==> config.mk <==
export PLATFORM = sky130hd
export DESIGN_NAME = interrupt_controller
export DESIGN_NICKNAME = d
export VERILOG_FILES = /design/src/rtl/interrupt_controller.sv
export SDC_FILE = /design/constraint.sdc
export NUM_CORES = 1
export LEC_CHECK = 0
export ABC_AREA = 1
export BUFFER_PORTS_ARGS = -buffer_cell sky130_fd_sc_hd__buf_2
export CORE_ASPECT_RATIO = 0.8
export CORE_MARGIN = 3
export CORE_UTILIZATION = 40
export DETAILED_ROUTE_END_ITERATION = 8
export PLACE_DENSITY = 0.73
export SLEW_MARGIN = 10
export SYNTH_ARGS = -nofsm -noshare
export SYNTH_HDL_FRONTEND = slang
export SYNTH_SLANG_ARGS = --single-unit
export TNS_END_PERCENT = 50
==> constraint.sdc <==
create_clock -name clk -period 1.1 [get_ports clk]
set_clock_uncertainty 0.1 [all_clocks]
set_input_delay 0.055 -clock clk [delete_from_list [all_inputs] [get_ports clk]]
set_output_delay 0.055 -clock clk [all_outputs]
set_load 0.01 [all_outputs]
==> src/rtl/interrupt_controller.sv <==
// Multi-source interrupt controller: latches requests, masks, picks the lowest
// eligible index and runs the INT/ack/RETI handshake. Define IRQ_EDGE_EN for rising-edge sources.
module interrupt_controller #(
  parameter int          N_SRC      = 8,
  parameter int          ID_W       = 3,
  parameter logic [15:0] VEC_BASE   = 16'h0100,
  parameter logic [15:0] VEC_STRIDE = 16'h0010
) (
  input  logic             clk,
  input  logic             rst,
  input  logic [N_SRC-1:0] irq,
  input  logic             int_ack,
  input  logic             reti,
  input  logic             mask_we,
  input  logic [N_SRC-1:0] mask_wdata,
  output logic             INT,
  output logic [15:0]      vec,
  output logic [ID_W-1:0]  irq_id,
  output logic             busy,
  output logic [N_SRC-1:0] pending,
  output logic [1:0]       state_dbg
);

  // Handshake: INT stays high in REQ until a one-cycle int_ack pulse; busy stays
  // high in SERVICE until a one-cycle reti pulse. Pulses in other states are ignored.
  typedef enum logic [1:0] {
    S_IDLE    = 2'd0,
    S_REQ     = 2'd1,
    S_SERVICE = 2'd2
  } state_t;

  state_t           state;
  logic [N_SRC-1:0] mask;
  logic [N_SRC-1:0] set;
  logic [N_SRC-1:0] clr;
  logic [N_SRC-1:0] eligible;
  logic [ID_W-1:0]  sel_id;
  logic [15:0]      sel_vec;

  assign state_dbg = state;

`ifdef IRQ_EDGE_EN
  logic [N_SRC-1:0] irq_q;

  always_ff @(posedge clk) begin
    if (rst) irq_q <= '0;
    else     irq_q <= irq;
  end

  assign set = irq & ~irq_q;
`else
  assign set = irq;
`endif

  // Only the committed source is cleared, and only on the ack that ends REQ.
  always_comb begin
    clr = '0;
    for (int i = 0; i < N_SRC; i++) begin
      clr[i] = (state == S_REQ) && int_ack && (irq_id == ID_W'(i));
    end
  end

  assign eligible = pending & ~mask;

  always_comb begin
    sel_id = '0;
    for (int i = N_SRC - 1; i >= 0; i--) begin
      if (eligible[i]) sel_id = ID_W'(i);
    end
  end

  assign sel_vec = VEC_BASE + VEC_STRIDE * 16'(sel_id);

  always_ff @(posedge clk) begin
    if (rst) begin
      mask    <= '0;
      pending <= '0;
    end else begin
      if (mask_we) mask <= mask_wdata;
      pending <= set | (pending & ~clr);
    end
  end

  always_ff @(posedge clk) begin
    if (rst) begin
      state  <= S_IDLE;
      INT    <= 1'b0;
      busy   <= 1'b0;
      vec    <= VEC_BASE;
      irq_id <= '0;
    end else begin
      case (state)
        S_IDLE: begin
          if (|eligible) begin
            irq_id <= sel_id;
            vec    <= sel_vec;
            INT    <= 1'b1;
            state  <= S_REQ;
          end
        end
        S_REQ: begin
          if (int_ack) begin
            INT   <= 1'b0;
            busy  <= 1'b1;
            state <= S_SERVICE;
          end
        end
        S_SERVICE: begin
          // No nesting: arbitration waits for reti plus one IDLE cycle.
          if (reti) begin
            busy  <= 1'b0;
            state <= S_IDLE;
          end
        end
        default: begin
          INT   <= 1'b0;
          busy  <= 1'b0;
          state <= S_IDLE;
        end
      endcase
    end
  end

endmodule

**Word-level counts from Yosys, hierarchy flattened**

Index checks and enable logic that the tools add are counted.

- $add $sub $neg: 1
- Equal/unequal tests: 12
- Mux-type cells: 18
- Bitwise operators: 7
- Reduce and logical (&&, ||, !) cells: 16

Operator list:

| kind | number |
|---|---|
| $mux W3 | 8 |
| $and A8 B8 Y8 | 2 |
| $not A8 Y8 | 2 |
| $eq A3 B3 Y1 const B | 4 |
| $add A9 B7 Y10 const A | 1 |
| $logic_and A1 B1 Y1 | 9 |
| $reduce_and A3 Y1 | 3 |
| $or A8 B8 Y8 | 1 |
| $reduce_or A8 Y1 | 1 |
| $eq A3 B2 Y1 const B | 2 |
| $mux W2 | 3 |
| $ne A2 B2 Y1 const B | 3 |
| $pmux W1 S3 | 2 |
| $pmux W2 S3 | 1 |
| $mux W1 | 4 |
| $eq A3 B1 Y1 const B | 1 |
| $logic_not A3 Y1 | 1 |
| $eq A2 B1 Y1 const B | 1 |
| $eq A2 B2 Y1 const B | 1 |
| $logic_not A2 Y1 | 1 |
| $not A1 Y1 | 2 |
| $reduce_and A2 Y1 | 1 |

- Register bits: 39
- Bits of input ports: 21
- Output and inout bits: 31
- Word-level logic and storage cells: 61

**Logic depth before layout (Yosys ltp)**

Gate-level depths: netlist of the first run.

- Word-level depth: 11
- Gate-level depth with buffers: 10
- Gate-level depth less buffers: 10

**Worst setup path after synthesis of the first run**

No wires, ideal clock.

- Path kind: reg2reg
- From: reg pending[0]
- To: reg irq_id[1]
- Library setup time: 116 ps
- Arrival: 979 ps
- Required time: 884 ps
- Slack: -94 ps
- Stages on the path, launching flop included: 9
- Path buffers: 0
- Period minus slack after synthesis: 1194 ps
- Cell sequence: dfxtp_1 -> nand2_1 -> nand2_1 -> nor2_1 -> nand2_1 -> nand2_2 -> inv_1 -> o21ai_0 -> nor2_1

- Longest elaborated chain between the ends: 3
- Elaborated cells between the ends (all ways): 4
- Classes of those cells: mux: 1; bitwise: 1; reduce/logical: 2

RTL lines:

| item | line | RTL |
|---|---|---|
| start, declared | 20 | `output logic [N_SRC-1:0] pending,` |
| start signal, assigned | 80 | `pending <= set \| (pending & ~clr);` |
| $and A8 B8 Y8 (*) | 63 | `assign eligible = pending & ~mask;` |
| $reduce_or A8 Y1 | 94 | `if (\|eligible) begin` |
| $reduce_and A2 Y1 (no source line) | -- |  |
| end signal, assigned | 95 | `irq_id <= sel_id;` |
| end, declared | 18 | `output logic [ID_W-1:0] irq_id,` |

Mark *: on every way between the ends. The rest lies on a longest branch, timed or not.
A chain may end at the register's enable or synchronous reset.

**Worst setup path after layout of the first run**

- From: reg pending[7]
- To: reg irq_id[0]

- Longest elaborated chain between the ends: 9
- Elaborated cells between the ends (all ways): 11
- Classes of those cells: mux: 8; bitwise: 1; reduce/logical: 2

RTL lines:

| item | line | RTL |
|---|---|---|
| $and A8 B8 Y8 (*) | 63 |  |
| $mux W3 (8 in a row) | 68 | `if (eligible[i]) sel_id = ID_W'(i);` |

Marks and branches as above.

==> impl_metrics.yaml, run 1 <==
timing:
  fmax_ghz: 0.772
  rsz0062_at_grt: "true"
  period_needed_ns: 1.29
  finalSetupViolCount: 24
  maxSlewViolCount: 0
  tns_ns: -1.71
  period_share: 1.18
  finalHoldViolCount: 0
  layout_setup_ws_ns: -0.195
  hold_slack_ns: 0.0720
clock_network:
  clkTransAtPathRegs_ns: 0.14
  insertion_delay_ns: 0.32
  cts_tree: "yes"
  cts_root_buf: "clkbuf_4"
  htreeDepth: 1
  cts_made_buffers: 3
  numClockSinks: 23
  cts.path.max_buffers: 2
critical_path:
  rrSetupSlack_ns: -0.19
  cp.depth: 8
  crit_path_end: "irq_id[0]$_SDFFE_PP0P_"
  endpoint_kind: "flip-flop"
  critPathTopFamily: "simple AND/OR/NAND/NOR gates"
  critPathKind: "reg -> reg"
  reg2regPathDepth: 8
  start_kind: "flip-flop"
  cp_max_fo: 5
  timing.rr.end: "irq_id[0]$_SDFFE_PP0P_"
  cp.arrival_ns: 1.45
  required_ns: 1.25
  slowest_delay_ns: 0.37
  slowest_stage: "dfxtp_2"
  crit_top_cell: "nand2_1"
  cp_cell_sequence: "inv_2, o21ai_4, nor2_2, nand2_2, nand2_4, nand2_1, nand2_1, a21oi_2"
  worstReg2RegStart: "pending[7]$_SDFF_PP0_"
  cp-startpoint: "pending[7]$_SDFF_PP0_"
  crit_buf_inv: 1
yosys:
  ys_ff_latch: 23
  synth_most_common_cell: "nand2_1"
  yosysTopAreaCellShare: 0.415
  synthDistinctLibCells: 20
  synth-edff-count: 0
  async_reset_ff_frac: 0
  seq_area_frac_synth: 0.415
  yosys_warnings: 0
  avgSynthCellArea_sq_um: 7.25
  synth_top_area_cell: "dfxtp_1"
  synth_common_cells: "nand2_1 (24), dfxtp_1 (23), inv_1 (23)"
  ys_top_cells_by_area: "dfxtp_1 (42%), buf_4 (11%), a21oi_1 (9.0%)"
  synth_flop_cell: "dfxtp_1"
  synthCells: 153
  synth_area_sq_um: 1110
power_and_ir_drop:
  swShare: 0.353
  combPwrFrac: 0.411
  power_leakage_uw: 0.00101
  pwr-share-clk: 0.166
  powerDensity_nw_per_um2: 1130
  p_seq_frac: 0.423
  ir_drop_mv: 0.938
  p_sw_uw: 870
  p_int_uw: 1590
global_routing:
  grt_pass1_wl_mm: 5.93
  grt-ovfl-total: 0
  antenna_found_initial: 0
  grt_max_degree: 16
  grt_usage: 0.227
  grt_pass1_vias: 1310
floorplanning:
  fp.dieW_microns: 64.9
  coreArea_sq_um: 2540
  start_util: 0.436
  die-height_microns: 53.1
  die-area_sq_um: 3440
  io_pins: 52
  rows: 16
detailed_routing:
  firstDrtPassIters: 4
  drc: 0
  drt-total-wl_mm: 4.64
  first_iter_violations: 53
  detail-route-antenna-nets: 0
  wl_per_cell_microns: 16.4
  num_vias: 1412
  vias_per_cell: 4.99
status:
  status: "finished with violations"
  violations: "setup timing"
final_layout:
  n_antenna_cell: 0
  drive_above_1_share: 0.632
  syn_to_final_growth_pct: 97.0
  final_nets: 269
place:
  place_congestion: 0.885
  portBuffers: 38
  hpwl_mm: 2.26
hold_path:
  hold_class: "in -> reg"
job:
  maxCapViolCount: 0
-- how the worst min path moves through the flow --
stage / start / slack, ns / cells after the start / end
floorplan: rst / 0.02 / 1 / pending[0]$_SDFF_PP0_
global placement: mask_wdata[7] / 0.18 / 3 / mask[7]$_SDFFE_PP0P_
detailed placement: irq[3] / 0.20 / 3 / pending[3]$_SDFF_PP0_
CTS: int_ack / 0.08 / 4 / state_dbg[1]$_SDFFE_PP0P_
global route: int_ack / 0.06 / 4 / state_dbg[1]$_SDFFE_PP0P_
finish: int_ack / 0.07 / 4 / state_dbg[1]$_SDFFE_PP0P_
-- cells by family after synthesis --
kind of cell | after synthesis | synth area share
simple gates | 44 | 0.169
compound gates | 42 | 0.212
buf+inv | 42 | 0.196
flops | 23 | 0.415
other cells | 2 | 0.00677
-- worst min-delay path, delay by kind of cell --
family	cells	cell delay [ns]
buffers and inverters	2	0.27
AND/OR/NAND/NOR	1	0.10
AO/OA/AOI/OAI	1	0.05
-- power groups by stage --
stage	clock (uW)	combinational (uW)	sequential, uW
final	409	1010	1040
after CTS	405	775	1000
after global routing	453	1080	1050
after detailed placement	0	582	998
after global placement	0	567	993
after floorplan	0	296	1020
-- cell type report --
class	count	area [sq um]
Multi-Input combinational cell	100	703
Tap cell	36	45.0
Inverter	23	95.1
Fill cell	131	359
Timing Repair inverter	1	5.00
Clock buffer	4	26.3
Timing Repair Buffer	96	812
Sequential cell	23	497
-- cells in the final DEF (no fill, tap or decap) --
cell and instances:
nand3_4 2, buf_2 25, nand2_2 14, nand2_1 8, nor2_4 2, o21ai_0 9, a21oi_2 7, buf_4 26
clkbuf_4 3, nor2_2 1, a21oi_1 13, dlygate4sd3_1 19, o21ai_4 2, o31ai_2 1, clkinv_4 1, a31oi_1 1
nand3_1 2, nand2_4 3, inv_2 10, buf_12 1, clkinvlp_2 1, nor2_1 9, dfxtp_1 2, buf_6 25
dfxtp_2 17, nand3b_4 1, o41ai_2 2, nand3_2 2, clkinvlp_4 1, o41ai_4 2, conb_1 13, nor3_2 1
inv_1 11, clkbuf_1 1, o21bai_1 1, o21ai_1 2, o21ai_2 2, dfxtp_4 4
-- routing by layer --
layer  share of wire  track usage
met1            0.38        0.268
met2            0.53        0.419
met3           0.067       0.0467
met4           0.028       0.0596
met5               0            0
-- flip-flops by register name (all words and copies together) (netlist names) --
signal	flops
irq_id	3
pending	8
mask	8
INT	1
state_dbg	2
busy	1
-- what timing repair did --
item | in CTS | in global routing
endpoints found under the hold margin | 19 | 0
gates cloned | 1 | 1
setup endpoints to repair | 21 | 38
resized for setup | 47 | 60
setup buffers | 5 | 5
pin swaps | 16 | 25
hold buffers | 19 | 0
-- through the flow --
step	power, uW	cells	util	setup slack (ns)	instance area, sq um
after global routing	2580	283	0.859	-0.282	2180
final	2460	283	0.859	-0.195	2180
after global placement	1560	248	0.589	-0.158	1500
after detailed placement	1580	248	0.589	-0.183	1500
after CTS	2180	277	0.751	-0.146	1910
after floorplan	1320	164	-	-0.0411	1160
No activity file was read; power rests on OpenSTA's default activity.
==> inputs of run 2 (changes only) <==
--- a/config.mk
+++ b/config.mk
@@ -11,6 +11,7 @@
 export CORE_MARGIN = 3
 export CORE_UTILIZATION = 40
 export DETAILED_ROUTE_END_ITERATION = 8
+export MAX_ROUTING_LAYER = met4
 export PLACE_DENSITY = 0.73
 export SLEW_MARGIN = 10
 export SYNTH_ARGS = -nofsm -noshare
==> impl_metrics.yaml, run 2 (synthesis gave the netlist of run 1 again) <==
status:
  status: "finished with violations"
  violations: "setup timing"
clock_network:
  cts_made_buffers: 3
  cts.path.max_buffers: 2
  cts_root_buf: "clkbuf_4"
  numClockSinks: 23
  cts_tree: "yes"
  htreeDepth: 1
  clkTransAtPathRegs_ns: 0.14
  insertion_delay_ns: 0.33
floorplanning:
  coreArea_sq_um: 2540
  fp.dieW_microns: 64.9
  rows: 16
  start_util: 0.436
  die-area_sq_um: 3440
  io_pins: 52
  die-height_microns: 53.1
detailed_routing:
  num_vias: 1443
  wl_per_cell_microns: 16.6
  drc: 0
  drt-total-wl_mm: 4.75
  firstDrtPassIters: 4
  detail-route-antenna-nets: 0
  first_iter_violations: 66
  vias_per_cell: 5.05
power_and_ir_drop:
  power_leakage_uw: 0.00102
  p_int_uw: 1610
  pwr-share-clk: 0.166
  ir_drop_mv: 0.893
  powerDensity_nw_per_um2: 1130
  p_seq_frac: 0.415
  swShare: 0.357
  combPwrFrac: 0.419
  p_sw_uw: 895
global_routing:
  grt-ovfl-total: 0
  antenna_found_initial: 0
  grt_pass1_vias: 1308
  grt_max_degree: 16
  grt_usage: 0.233
  use_met2: 0.419
  top_usage_layer: "met2"
  use_met3: 0.0467
  met1_usage: 0.269
  grt_pass1_wl_mm: 5.95
critical_path:
  critPathKind: "reg -> reg"
  cp_max_fo: 2
  cp.arrival_ns: 1.50
  endpoint_kind: "flip-flop"
  start_kind: "flip-flop"
  required_ns: 1.27
final_layout:
  syn_to_final_growth_pct: 101
  fin_area_sq_um: 2220
  n_antenna_cell: 0
  drive_above_1_share: 0.644
  final_cell_mix: "buf_4 (29), buf_6 (26), buf_2 (24)"
  top_regs: "mask: 8 flops, pending: 8 flops, irq_id: 3 flops"
  final_common_cell: "buf_4"
  utilization: 0.875
  final_nets: 272
place:
  hpwl_mm: 2.26
  pre_cts_ws_ns: -0.183
  placed_area_sq_um: 1500
  portBuffers: 38
  place_congestion: 0.900
job:
  maxCapViolCount: 0
timing:
  finalSetupViolCount: 23
  tns_ns: -2.03
  layout_setup_ws_ns: -0.227
  period_needed_ns: 1.33
  finalHoldViolCount: 0
  period_share: 1.21
  fmax_ghz: 0.753
  rsz0062_at_grt: "true"
  maxSlewViolCount: 0
hold_path:
  hold_class: "in -> reg"
[run 2: cell count changes in the layout (fill, tap and decap cells not counted)]
cell | before | now
a21oi_1 | 13 | 12
a21oi_2 | 7 | 8
buf_2 | 25 | 24
buf_4 | 26 | 29
buf_6 | 25 | 26
clkinvlp_2 | 1 | 0
clkinvlp_4 | 1 | 2
dfxtp_2 | 17 | 16
dfxtp_4 | 4 | 5
o21ai_1 | 2 | 1
o21ai_2 | 2 | 3
[run 2: power by group through the flow]
stage	logic (uW)	clock network [uW]	registers [uW]
2_1_floorplan	296	0	1020
3_3_place_gp	567	0	993
3_5_place_dp	582	0	998
4_1_cts	775	405	1000
5_1_grt	1120	451	1050
6_report	1050	415	1040
[run 2: per-layer routing]
| layer | part of all wire | wire (microns) | vias up |
|---|---|---|---|
| li1 | - | - | 667 |
| met1 | 0.38 | 1810 | 664 |
| met2 | 0.49 | 2350 | 85 |
| met3 | 0.077 | 364 | 27 |
| met4 | 0.049 | 233 | 0 |
| met5 | 0 | 0 | - |
[run 2: final timing paths]
kind	from	endpoint	slack [ns]	depth (start not counted)
setup / recovery	mask[4]$_SDFFE_PP0P_	INT$_SDFFE_PP0P_	-0.23	8
setup reg to reg	mask[4]$_SDFFE_PP0P_	INT$_SDFFE_PP0P_	-0.23	8
hold / removal	int_ack	state_dbg[1]$_SDFFE_PP0P_	0.06	4
hold reg to reg	busy$_SDFFE_PP0P_	busy$_SDFFE_PP0P_	0.38	2
[run 2: per-stage QoR]
step	instances	power (uW)	hold slack, ns
after floorplan	164	1320	0.0167
after global placement	248	1560	0.180
after detailed placement	248	1580	0.200
after CTS	277	2180	0.0761
after global routing	286	2610	0.0668
final	286	2500	0.0633
[run 2: final cells by class]
cell class | count | area, sq um
inverter | 23 | 95.1
multi-input combinational | 100 | 711
sequential | 23 | 499
fill | 120 | 318
tap | 36 | 45.0
timing repair inverter | 1 | 7.51
clock buffer | 4 | 26.3
timing repair buffer | 99 | 841
[run 2: critical path, cell delays in order, from the launching register on]
cell and delay, ns:
dfxtp_2 0.35, inv_1 0.06, nand2_2 0.10, nand2_2 0.08
nor2_2 0.11, nand2_2 0.09, o21bai_1 0.16, nand2_1 0.09
a21oi_2 0.13
[run 2: timing repair]
action                                 CTS  global route
gates cloned                             1             1
pin swaps                               16            26
resized for setup                       47            65
hold buffers                            19             0
setup buffers                            5             8
endpoints found under the hold margin   19             0
setup endpoints to repair               21            38
